<file path="config.mk">
export PLATFORM = sky130hd
export DESIGN_NAME = usbdev_linestate_mon
export DESIGN_NICKNAME = d
export VERILOG_FILES = /design/src/rtl/usbdev_linestate_mon.sv
export SDC_FILE = /design/constraint.sdc
export NUM_CORES = 1
export LEC_CHECK = 0
export ABC_AREA = 0
export CAP_MARGIN = 40
export CORE_MARGIN = 2
export CORE_UTILIZATION = 35
export DETAILED_ROUTE_END_ITERATION = 12
export GPL_TIMING_DRIVEN = 0
export PLACE_DENSITY_LB_ADDON = 0.08
export RECOVER_POWER = 25
export SYNTH_ARGS = -nofsm -noshare
export SYNTH_HDL_FRONTEND = slang
export SYNTH_SLANG_ARGS = --single-unit
</file>
<file path="constraint.sdc">
create_clock -name clk_i -period 2.09 [get_ports clk_i]
set_input_delay 0.3135 -clock clk_i [delete_from_list [all_inputs] [get_ports clk_i]]
set_output_delay 0.3135 -clock clk_i [all_outputs]
set_load 0.01 [all_outputs]
</file>
<file path="src/rtl/usbdev_linestate_mon.sv">
// USB line-state monitor: glitch-filters D+/D-, debounces VBUS sense and
// tracks the link state (disconnected/active/reset/suspend) with event pulses.
module usbdev_linestate_mon #(
  parameter int FilterCycles = 3,
  parameter int ResetUs      = 3,
  parameter int SuspendUs    = 3000,
  parameter int SenseUs      = 10
) (
  input  logic       clk_i,
  input  logic       rst_ni,
  input  logic       us_tick_i,
  input  logic       rx_dp_i,
  input  logic       rx_dn_i,
  input  logic       pwr_sense_i,
  output logic [1:0] line_state_o,
  output logic       sense_o,
  output logic [1:0] link_state_o,
  output logic       bus_reset_evt_o,
  output logic       suspend_evt_o,
  output logic       resume_evt_o,
  output logic       vbus_lost_evt_o
);

  localparam int FiltW  = $clog2(FilterCycles + 1);
  localparam int TimerW = $clog2(SuspendUs + 1);
  localparam int SenseW = $clog2(SenseUs + 1);

  localparam logic [FiltW-1:0]  FILT_LAST  = FiltW'(FilterCycles - 1);
  localparam logic [TimerW-1:0] TIMER_MAX  = '1;
  localparam logic [TimerW-1:0] RESET_T    = TimerW'(ResetUs);
  localparam logic [TimerW-1:0] SUSPEND_T  = TimerW'(SuspendUs);
  localparam logic [SenseW-1:0] SENSE_LAST = SenseW'(SenseUs - 1);

  localparam logic [1:0] LINE_SE0 = 2'd0;
  localparam logic [1:0] LINE_J   = 2'd1;
  localparam logic [1:0] LINE_K   = 2'd2;

  typedef enum logic [1:0] {
    LINK_DISCONNECTED = 2'd0,
    LINK_ACTIVE       = 2'd1,
    LINK_RESET        = 2'd2,
    LINK_SUSPEND      = 2'd3
  } link_e;

  logic [1:0]        raw;
  logic [1:0]        raw_prev_reg;
  logic [FiltW-1:0]  filt_cnt_reg, filt_cnt_next;
  logic [1:0]        line_state_reg, line_state_next;
  logic [TimerW-1:0] timer_reg, timer_next;
  logic [SenseW-1:0] sense_cnt_reg, sense_cnt_next;
  logic              sense_reg, sense_next;
  link_e             link_state_reg;
  logic              bus_reset_evt_reg, suspend_evt_reg, resume_evt_reg, vbus_lost_evt_reg;

  assign raw = {rx_dn_i, rx_dp_i};

  // Accept the raw state on the cycle its run length reaches FilterCycles.
  always_comb begin
    filt_cnt_next   = filt_cnt_reg;
    line_state_next = line_state_reg;
    if (raw != raw_prev_reg) begin
      filt_cnt_next = '0;
    end else if (filt_cnt_reg != FILT_LAST) begin
      filt_cnt_next = filt_cnt_reg + 1'b1;
    end
    if (filt_cnt_next == FILT_LAST) begin
      line_state_next = raw;
    end
  end

  // Duration of the current filtered state; a state change outranks a tick.
  always_comb begin
    timer_next = timer_reg;
    if (line_state_next != line_state_reg) begin
      timer_next = '0;
    end else if (us_tick_i && (timer_reg != TIMER_MAX)) begin
      timer_next = timer_reg + 1'b1;
    end
  end

  always_comb begin
    sense_cnt_next = sense_cnt_reg;
    sense_next     = sense_reg;
    if (pwr_sense_i == sense_reg) begin
      sense_cnt_next = '0;
    end else if (us_tick_i) begin
      if (sense_cnt_reg >= SENSE_LAST) begin
        sense_next     = pwr_sense_i;
        sense_cnt_next = '0;
      end else begin
        sense_cnt_next = sense_cnt_reg + 1'b1;
      end
    end
  end

  always_ff @(posedge clk_i or negedge rst_ni) begin
    if (!rst_ni) begin
      raw_prev_reg   <= LINE_SE0;
      filt_cnt_reg   <= '0;
      line_state_reg <= LINE_SE0;
      timer_reg      <= '0;
      sense_cnt_reg  <= '0;
      sense_reg      <= 1'b0;
    end else begin
      raw_prev_reg   <= raw;
      filt_cnt_reg   <= filt_cnt_next;
      line_state_reg <= line_state_next;
      timer_reg      <= timer_next;
      sense_cnt_reg  <= sense_cnt_next;
      sense_reg      <= sense_next;
    end
  end

  // Loss of VBUS overrides any other transition and its event.
  always_ff @(posedge clk_i or negedge rst_ni) begin
    if (!rst_ni) begin
      link_state_reg    <= LINK_DISCONNECTED;
      bus_reset_evt_reg <= 1'b0;
      suspend_evt_reg   <= 1'b0;
      resume_evt_reg    <= 1'b0;
      vbus_lost_evt_reg <= 1'b0;
    end else begin
      bus_reset_evt_reg <= 1'b0;
      suspend_evt_reg   <= 1'b0;
      resume_evt_reg    <= 1'b0;
      vbus_lost_evt_reg <= 1'b0;
      if ((link_state_reg != LINK_DISCONNECTED) && !sense_reg) begin
        link_state_reg    <= LINK_DISCONNECTED;
        vbus_lost_evt_reg <= 1'b1;
      end else begin
        case (link_state_reg)
          LINK_DISCONNECTED: begin
            if (sense_reg) link_state_reg <= LINK_ACTIVE;
          end
          LINK_ACTIVE: begin
            if ((line_state_reg == LINE_SE0) && (timer_reg >= RESET_T)) begin
              link_state_reg    <= LINK_RESET;
              bus_reset_evt_reg <= 1'b1;
            end else if ((line_state_reg == LINE_J) && (timer_reg >= SUSPEND_T)) begin
              link_state_reg  <= LINK_SUSPEND;
              suspend_evt_reg <= 1'b1;
            end
          end
          LINK_RESET: begin
            if (line_state_reg != LINE_SE0) link_state_reg <= LINK_ACTIVE;
          end
          LINK_SUSPEND: begin
            if ((line_state_reg == LINE_K) || (line_state_reg == LINE_SE0)) begin
              link_state_reg <= LINK_ACTIVE;
              resume_evt_reg <= 1'b1;
            end
          end
          default: link_state_reg <= LINK_DISCONNECTED;
        endcase
      end
    end
  end

  assign line_state_o    = line_state_reg;
  assign sense_o         = sense_reg;
  assign link_state_o    = link_state_reg;
  assign bus_reset_evt_o = bus_reset_evt_reg;
  assign suspend_evt_o   = suspend_evt_reg;
  assign resume_evt_o    = resume_evt_reg;
  assign vbus_lost_evt_o = vbus_lost_evt_reg;

endmodule
</file>
== Yosys cells after proc, flatten, opt, wreduce, memory -nomap -nowiden ==
Index checks and enable logic that the tools add are counted.

* Bits of input ports: 6
* Flip-flop bits (word level): 29
* Output and inout bits: 9

* Bitwise gates (word level): 1
* Mux-type cells: 26
* Equality and inequality tests: 15
* Magnitude comparators: 3
* $add $sub $neg: 3
* Reductions and logical operators: 14

{| class="wikitable"
|+ Operators by type and width
! cell !! count
|-
| two-way mux 12 bit || 2
|-
| two-way mux 2 bit || 9
|-
| adder 12 x 1 -> 12 bit, second input constant || 1
|-
| greater-or-equal comparator 12 bit, second input constant || 1
|-
| greater-or-equal comparator 12 x 2 -> 1 bit, second input constant || 1
|-
| two-way mux 4 bit || 3
|-
| inequality test 12 bit, second input constant || 1
|-
| two-way mux 1 bit || 11
|-
| inequality test 3 bit, second input constant || 3
|-
| == test 2 bit, second input constant || 4
|-
| one-hot mux 2 bit (4 select lines) || 1
|-
| nonzero test 2 bit || 4
|-
| adder 4 x 1 -> 4 bit, second input constant || 1
|-
| == test 2 x 1 -> 1 bit, second input constant || 2
|-
| greater-or-equal comparator 4 bit, second input constant || 1
|-
| logical AND 1 bit || 4
|-
| zero test 2 bit || 2
|-
| inequality test 2 bit || 2
|-
| inequality test 4 bit, second input constant || 1
|-
| AND reduction 4 bit || 1
|-
| AND reduction 3 bit || 1
|-
| adder 2 x 1 -> 2 bit, second input constant || 1
|-
| inequality test 2 bit, second input constant || 1
|-
| == test 1 bit || 1
|-
| 3 further kinds || 3
|}

== Longest topological paths before layout ==
* Word-level depth: 7
* Gate-level depth with buffers: 6

== Least setup slack after synthesis ==
Ideal clock, no wire load.

* Kind: reg2reg
* Start: register timer_reg[1]
* End: register timer_reg[8]
* Stages on the path, launching flop included: 7
* Buffers on the path: 1
* Period minus slack after synthesis: 1.497 ns
* Arrival time: 1.424 ns
* Path slack: 0.593 ns
* Cells stage by stage: dfrtp_1 > ha_1 > and2_0 > buf_2 > nand2_1 > or4_4 > a21oi_2

* Word-level cells in the longest chain between the ends: 3
* Elaborated cells on any way between the ends: 6

{| class="wikitable"
|+ RTL lines
! element !! RTL line !! text
|-
| start, declared || 49 || <nowiki>logic [TimerW-1:0] timer_reg, timer_next;</nowiki>
|-
| start signal, assigned || 108 || <nowiki>timer_reg <= timer_next;</nowiki>
|-
| adder 12 x 1 -> 12 bit / inequality test 12 bit (equally long branches) || 77, 76 ||
|-
| two-way mux 12 bit / logical AND 1 bit (equally long branches) || 76 || <nowiki>end else if (us_tick_i && (timer_reg != TIMER_MAX)) begin</nowiki>
|-
| two-way mux 12 bit / nonzero test 2 bit (equally long branches) || - ||
|}

Parallel ways exist; a longest one is shown, timed or not. The select of a mux whose other input is x is not followed.
A chain may end at the register's enable or synchronous reset.

== Final worst setup path ==
* Start: input port rx_dn_i
* End: register timer_reg[6]

* Word-level cells in the longest chain between the ends: 6
* Elaborated cells on any way between the ends: 7

{| class="wikitable"
|+ RTL lines
! element !! RTL line !! text
|-
| start, declared || 13 || <nowiki>input logic rx_dn_i,</nowiki>
|-
| inequality test 2 bit || 61 || <nowiki>if (raw != raw_prev_reg) begin</nowiki>
|-
| two-way mux 2 bit || 61 ||
|-
| == test 2 bit || 66 || <nowiki>if (filt_cnt_next == FILT_LAST) begin</nowiki>
|-
| two-way mux 2 bit * || 66 ||
|-
| inequality test 2 bit * || 74 || <nowiki>if (line_state_next != line_state_reg) begin</nowiki>
|-
| two-way mux 12 bit / nonzero test 2 bit (equally long branches) || - ||
|}

Every way passes the cells marked *; elsewhere a longest branch is shown, timed or not.

==> results.md <==
- Status: finished clean
- Grt total ovfl: 0
- Synth-to-layout area growth: 22.78%
- Site Rows: 24
- Fin crit share: 86.58%
- DRC Markers: 0
- Maximum vdd drop: 0.3526 mV
- IO buf count: 14
- FF+latch area: 725.7 µm²
- Global-route wire length before repair: 5602 µm
- Largest net degree at the start of global routing: 18
- CP dominant cell by count: a211oi_1
- Ys async rst share: 100.0%
- Tightest Pin Transition: 0.7159 ns
- Ant diodes: 0
- CP Capture Type: flip-flop
- Ratio of cells with drive above 1 in the final layout: 11.83%
- Critical path cell sequence: dlygate4sd3_1 > xnor2_1 > nand3_1 > a211oi_1 > buf_4 > a211oi_1
- Post-CTS Setup Inserts: 0
- Chip Width: 70.53 µm
- Post-DP HPWL: 2309 µm
- Critical Path RT: 2.25 ns
- Syn Nets: 175
- Placed Instances: 230
- CTS Hold Buffers Added: 0
- Clock Tree Root: clkbuf_8
- Pins Over Slew Limit: 0
- Top Metal Used: met4
- Synthesis-stage register bit count: 29
- Wire length on met1: 1499 µm
- WL final: 3251 µm
- CTS tree: done
- Cells after Synth: 163
- Final min period: 1.810 ns
- Max reg flops: 12
- Slowest CP cell: dlygate4sd3_1
- Number of nets still failing antenna checks after routing: 0
- Core area: 0.004294 mm²
- Die height: 70.53 µm
- DR iter-0 viols: 72
- Max_cap viols: 0
- Non-Filler Instances: 238
- Drt first pass iters: 4
- Initial antenna violation count: 0
- Synth Area per Inst: 9.503 µm²
- Worst EP arrival: 1.97 ns
- Yosys warnings: 0
- Vias in the first global route: 1215
- CTS sink cnt: 29
- TritonCTS Buffers: 5
- Setup CP Type: in -> reg
- Overall routing resource usage: 14.48%
- Met3 WL post-DR: 133 µm
- Routed len/inst: 13.66 µm
- P per Cell Area: 1048 mW/mm²
- Unrepaired setup endpoints after global routing: no
- Full die area: 0.004974 mm²
- CP max stage delay: 0.60 ns
- Final RePlAce weighted congestion: 0.8012
- Synth Cell Area: 0.001549 mm²
- Via count: 1260
- EDFF count, synth: 0
- Final Hold Vio Count: 0
- Sequential share of the synthesized area: 46.85%
- CTS resizes: 0
- Main flop type after synthesis: dfrtp_1
- Leak pwr: 0.8141 nW
- Met2 Wirelength: 1529 µm
- Fill cells: 427
- Clk_skew: 0.005010 ns
- F_max: 0.5526 GHz
- Class of the worst hold path: reg -> reg
- Setup violations, final: 0
- Clock latency on the worst-skew pair: 0.28 ns
- Rel. slew slack: 52.12%
- I/O pin count: 15
- Post-synth cell types: 37
- Vias per cell: 5.294
- Clock Path Buffers: 2
- CP Max Fanout: 10
- Initial Util: 36.07%
- Total negative setup slack: 0 ns
- Area of the multi-input gates: 720.7 µm²
- Clock transition at path regs: 0.07 ns
- Final Net Count: 197
- H-tree Lvls: 2
- Startpoint Class: input pin
through the flow:
step	instance area [µm²]	hold WS, ns	setup WS (ns)	utilization (%)	power, W
after detailed placement	1782	0.4728	0.05360	41.49	0.001387
after global routing	1902	0.5508	0.1298	44.29	0.002146
after global placement	1754	0.4673	0.03895	40.85	0.001357
after CTS	1902	0.4651	0.3433	44.29	0.002011
after floorplan	1549	0.01791	0.5929	-	0.001193
final	1902	0.4846	0.2805	44.29	0.001994
cell families (layout without fill, tap and decap cells):
| logic type | count (synthesis) | after routing | share of synthesized area, % |
|---|---|---|---|
| muxes | 5 | 5 | 3.473 |
| adders and majority gates | 6 | 6 | 4.846 |
| xor gates and xnor gates | 7 | 7 | 3.958 |
| AOI/OAI and AO/OA | 27 | 27 | 11.39 |
| and+or+nand+nor | 69 | 69 | 22.86 |
| DFF | 29 | 29 | 46.85 |
| buffers and inverters | 20 | 43 | 6.623 |
placed cells by master, fill, tap and decap left out, drive strengths merged, types with 7 or more instances in the layout:
cell	n
dfrtp	29
nor2	17
inv	12
clkdlybuf4s50	12
nand2	12
nor3	10
nand3	9
buf	8
clkbuf	7
cells in the mapped netlist, drive strengths merged, types with 2 or more instances:
cell type / n / share of area, %
a211oi: 4 / 1.9
and3: 3 / 1.2
nor3b: 3 / 1.5
dfrtp: 29 / 47
a21oi: 6 / 2.2
buf: 7 / 3.5
nand3: 9 / 2.9
nor3: 10 / 3.2
ha: 6 / 4.8
a41oi: 2 / 1.1
mux2: 3 / 2.2
mux2i: 2 / 1.3
a31oi: 3 / 1.2
o31ai: 2 / 0.97
o21ai: 6 / 1.9
nor4: 3 / 1.2
nand4: 4 / 1.6
xnor2: 6 / 3.4
nand2: 12 / 3.1
nor2: 17 / 4.1
inv: 12 / 2.9
and4: 3 / 1.7
worst paths after layout:
| check | from | to | slack (ns) | depth (start not counted) |
|---|---|---|---|---|
| max in group asynchronous | rst_ni | timer_reg[6]$_DFFE_PN0P_ | 1.03 | 2 |
| max reg2reg | timer_reg[1]$_DFFE_PN0P_ | timer_reg[8]$_DFFE_PN0P_ | 0.41 | 6 |
| min | sense_cnt_reg[3]$_DFFE_PN0P_ | sense_cnt_reg[3]$_DFFE_PN0P_ | 0.48 | 2 |
| min reg2reg | sense_cnt_reg[3]$_DFFE_PN0P_ | sense_cnt_reg[3]$_DFFE_PN0P_ | 0.48 | 2 |
| max | rx_dn_i | timer_reg[6]$_DFFE_PN0P_ | 0.28 | 6 |
| min in group asynchronous | rst_ni | resume_evt_o$_DFF_PN0_ | 0.52 | 1 |
where the power goes:
| part | total [W] | internal, W | switching (W) |
|---|---|---|---|
| sequential | 0.000785 | 0.000672 | 0.000113 |
| clock | 0.000617 | 0.000387 | 0.000229 |
| combinational | 0.000592 | 0.000280 | 0.000313 |
worst max-delay path, delay by kind of cell:
kind                   cells  cell delay, ns
buffers and inverters      2            0.87
AO/OA/AOI/OAI              2            0.45
XOR/XNOR                   1            0.19
AND/OR/NAND/NOR            1            0.13
metal layers:
metal	GRT usage, %	up-vias
li1	-	617
met1	17.84	606
met2	22.96	27
met3	4.618	10
met4	7.051	0
met5	0	-
area by class of cell:
type,count,share of cell area [%]
multi-input combinational,114,37.89
inverter,12,2.368
buffer,8,3.026
sequential,29,38.16
clock buffer,6,4.342
timing repair buffer,15,8.816
tap,52,3.421
clock inverter,2,1.974
Note: power is estimated with default switching activity, not from simulation.
==> RTL change, RTL diff (config.mk and constraints unchanged) <==
`SenseUs`: 10 -> 11.
--- a/src/rtl/usbdev_linestate_mon.sv
+++ b/src/rtl/usbdev_linestate_mon.sv
@@ -4,7 +4,7 @@
   parameter int FilterCycles = 3,
   parameter int ResetUs      = 3,
   parameter int SuspendUs    = 3000,
-  parameter int SenseUs      = 10
+  parameter int SenseUs      = 11
 ) (
   input  logic       clk_i,
   input  logic       rst_ni,
Behaviour: no difference found for any inputs over 10 cycles, from zero or initial values and one cycle with rst_ni low; that may be too few to reach the edited logic, so the function may still have changed.
==> RTL change against the original RTL <==
Maximum frequency shrank 5.5%. Power decreased by 9.2%. Sequential cell count unchanged. Clock power is 9.7% lower. Combinational power is 15% lower. Design area is 1.8% lower. Via count decreased by 7.2%. Routed wire length decreased by 7.8%. Area after synthesis up 0.97%. Setup slack worse by 0.10 ns. Critical endpoint is now timer_reg[10]. Largest cell class is now multi-input gates.
==> RTL change: results (changes against the original RTL) <==
metric	value	unit	change
status	complete, no violations		
dr.pass1.iters	4		unchanged
cts-root-buf	clkbuf_8		
seq_area_frac_synth	46.4	%	-0.45 points
grt_max_degree	16		-2
clkSlewWorstSetupHoldPaths	0.06	ns	
ys.flop_type	dfrtp_1		
cts_buffer_depth	2		unchanged
synth_common_cells	dfrtp_1, nor2_1, nand2_1, o21ai_0, inv_1		
antennaDiodeCount	0		unchanged
portBuffers	13		-1
largest_reg_flops	12		unchanged
fill_cells	440		+3.0%
grt_use_total	13.8	%	-0.71 points
layout_setup_ws	0.176	ns	-0.105 ns
dp_cells	216		-6.1%
design_area	1870	sq um	-1.8%
cts_buffers	5		unchanged
worst_path_max_delay_cell	dlygate4sd3_1		
drtIter0Drc	80		+11%
ctsResizeCount	0		unchanged
maxSlewHeadroom	46.1	%	-6.0 points
cts_setup_buffers	0		unchanged
synthTopCellsByArea	dfrtp_1, ha_1, nand3_4		
synth_cell_types	39		+5.4%
grt_pass1_vias	1139		-6.3%
max_stage_delay	0.61	ns	
rrSetupSlack	0.21	ns	-0.20 ns
synth_nets	161		-8.0%
critPathTopFamily	buffers and inverters		
vias_per_cell	5.24		-0.98%
detail_route.wl_per_cell	13.4	um	-1.6%
worstHoldPathType	input port to flop		
drive_gt1_share	15.2	%	+3.4 points
skew	0.00231	ns	-0.00270 ns
peakVddDrop	0.000438	V	+24%
place_area	1790	sq um	+0.28%
async_reset_ff_share	100	%	unchanged
via_count	1169		-7.2%
cp_max_fo	10		unchanged
gp_congestion	0.806		+0.59%
cts_max_level	2		unchanged
yosysWarnings	0		unchanged
final_nets	182		-7.6%
leakagePower	0.796	nW	-2.3%
grt_pass1_wl	5340	um	-4.7%
antenna_found_initial	0		unchanged
net-switching-power	0.587	mW	-10%
place_ws	-0.0467	ns	-0.100 ns
dpl.hpwl	2200	um	-4.7%
avgSynthCellArea	10.4	sq um	+9.7%
holdWs	0.454	ns	-0.0303 ns
insertion_delay	0.28	ns	about the same
## RTL change: cell count changes in the layout (fill, tap and decap cells not counted), sizes merged, moves of 4 or more
cell,before,now
nor4,3,7
inv,12,8
nor2,17,12
nor3,10,5
## RTL change: per-layer routing
| metal | vias to the layer above | global-route usage, % | part of all wire, % |
|---|---|---|---|
| met5 | - | 0 | 0 |
| li1 | 578 | - | - |
| met1 | 566 | 17.6 | 48 |
| met3 | 4 | 5.13 | 4.1 |
| met2 | 21 | 21.5 | 47 |
| met4 | 0 | 5.03 | 1.1 |
## RTL change: cell families (layout without fill, tap and decap cells)
group                      after synthesis  after routing  synth area share (%)
AOI/OAI and AO/OA                       25             25                  11.3
adders and majority gates                5              5                  4.00
xor gates and xnor gates                 8              8                  4.48
muxes                                    8              8                  5.36
and+or+nand+nor                         61             61                  24.4
buffers and inverters                   14             35                  4.08
DFF                                     29             29                  46.4
## RTL change: path summary, 6_finish.rpt
path	startpoint	endpoint	cells after the start
worst max-delay path	rx_dn_i	timer_reg[10]	6
worst min-delay path	us_tick_i	timer_reg[2]	3
worst max register to register	timer_reg[1]	timer_reg[4]	5
worst min register to register	timer_reg[10]	timer_reg[10]	1
max in group asynchronous	rst_ni	sense_cnt_reg[0]	2
min in group asynchronous	rst_ni	filt_cnt_reg[0]	1
## RTL change: power by group through the flow
stage	clock network [mW]	registers, mW	logic (mW)
after detailed placement	0	0.757	0.514
after global placement	0	0.755	0.499
final	0.557	0.749	0.505
after CTS	0.577	0.748	0.517
after floorplan	0	0.748	0.373
after global routing	0.610	0.763	0.572
## RTL change: layout make-up
cell class | count | share of cell area [%]
Buffer | 6 | 1.81
Clock inverter | 2 | 1.88
Tap cell | 52 | 3.49
Sequential cell | 29 | 38.9
Multi-Input combinational cell | 107 | 41.5
Clock buffer | 5 | 3.69
Timing Repair Buffer | 14 | 7.17
Inverter | 8 | 1.61
## RTL change: tightest hold or removal path, delay by kind of cell
family,cells,cell delay [ns]
buffers and inverters,1,0.16
AOI/OAI and AO/OA,1,0.16
and+or+nand+nor,1,0.06
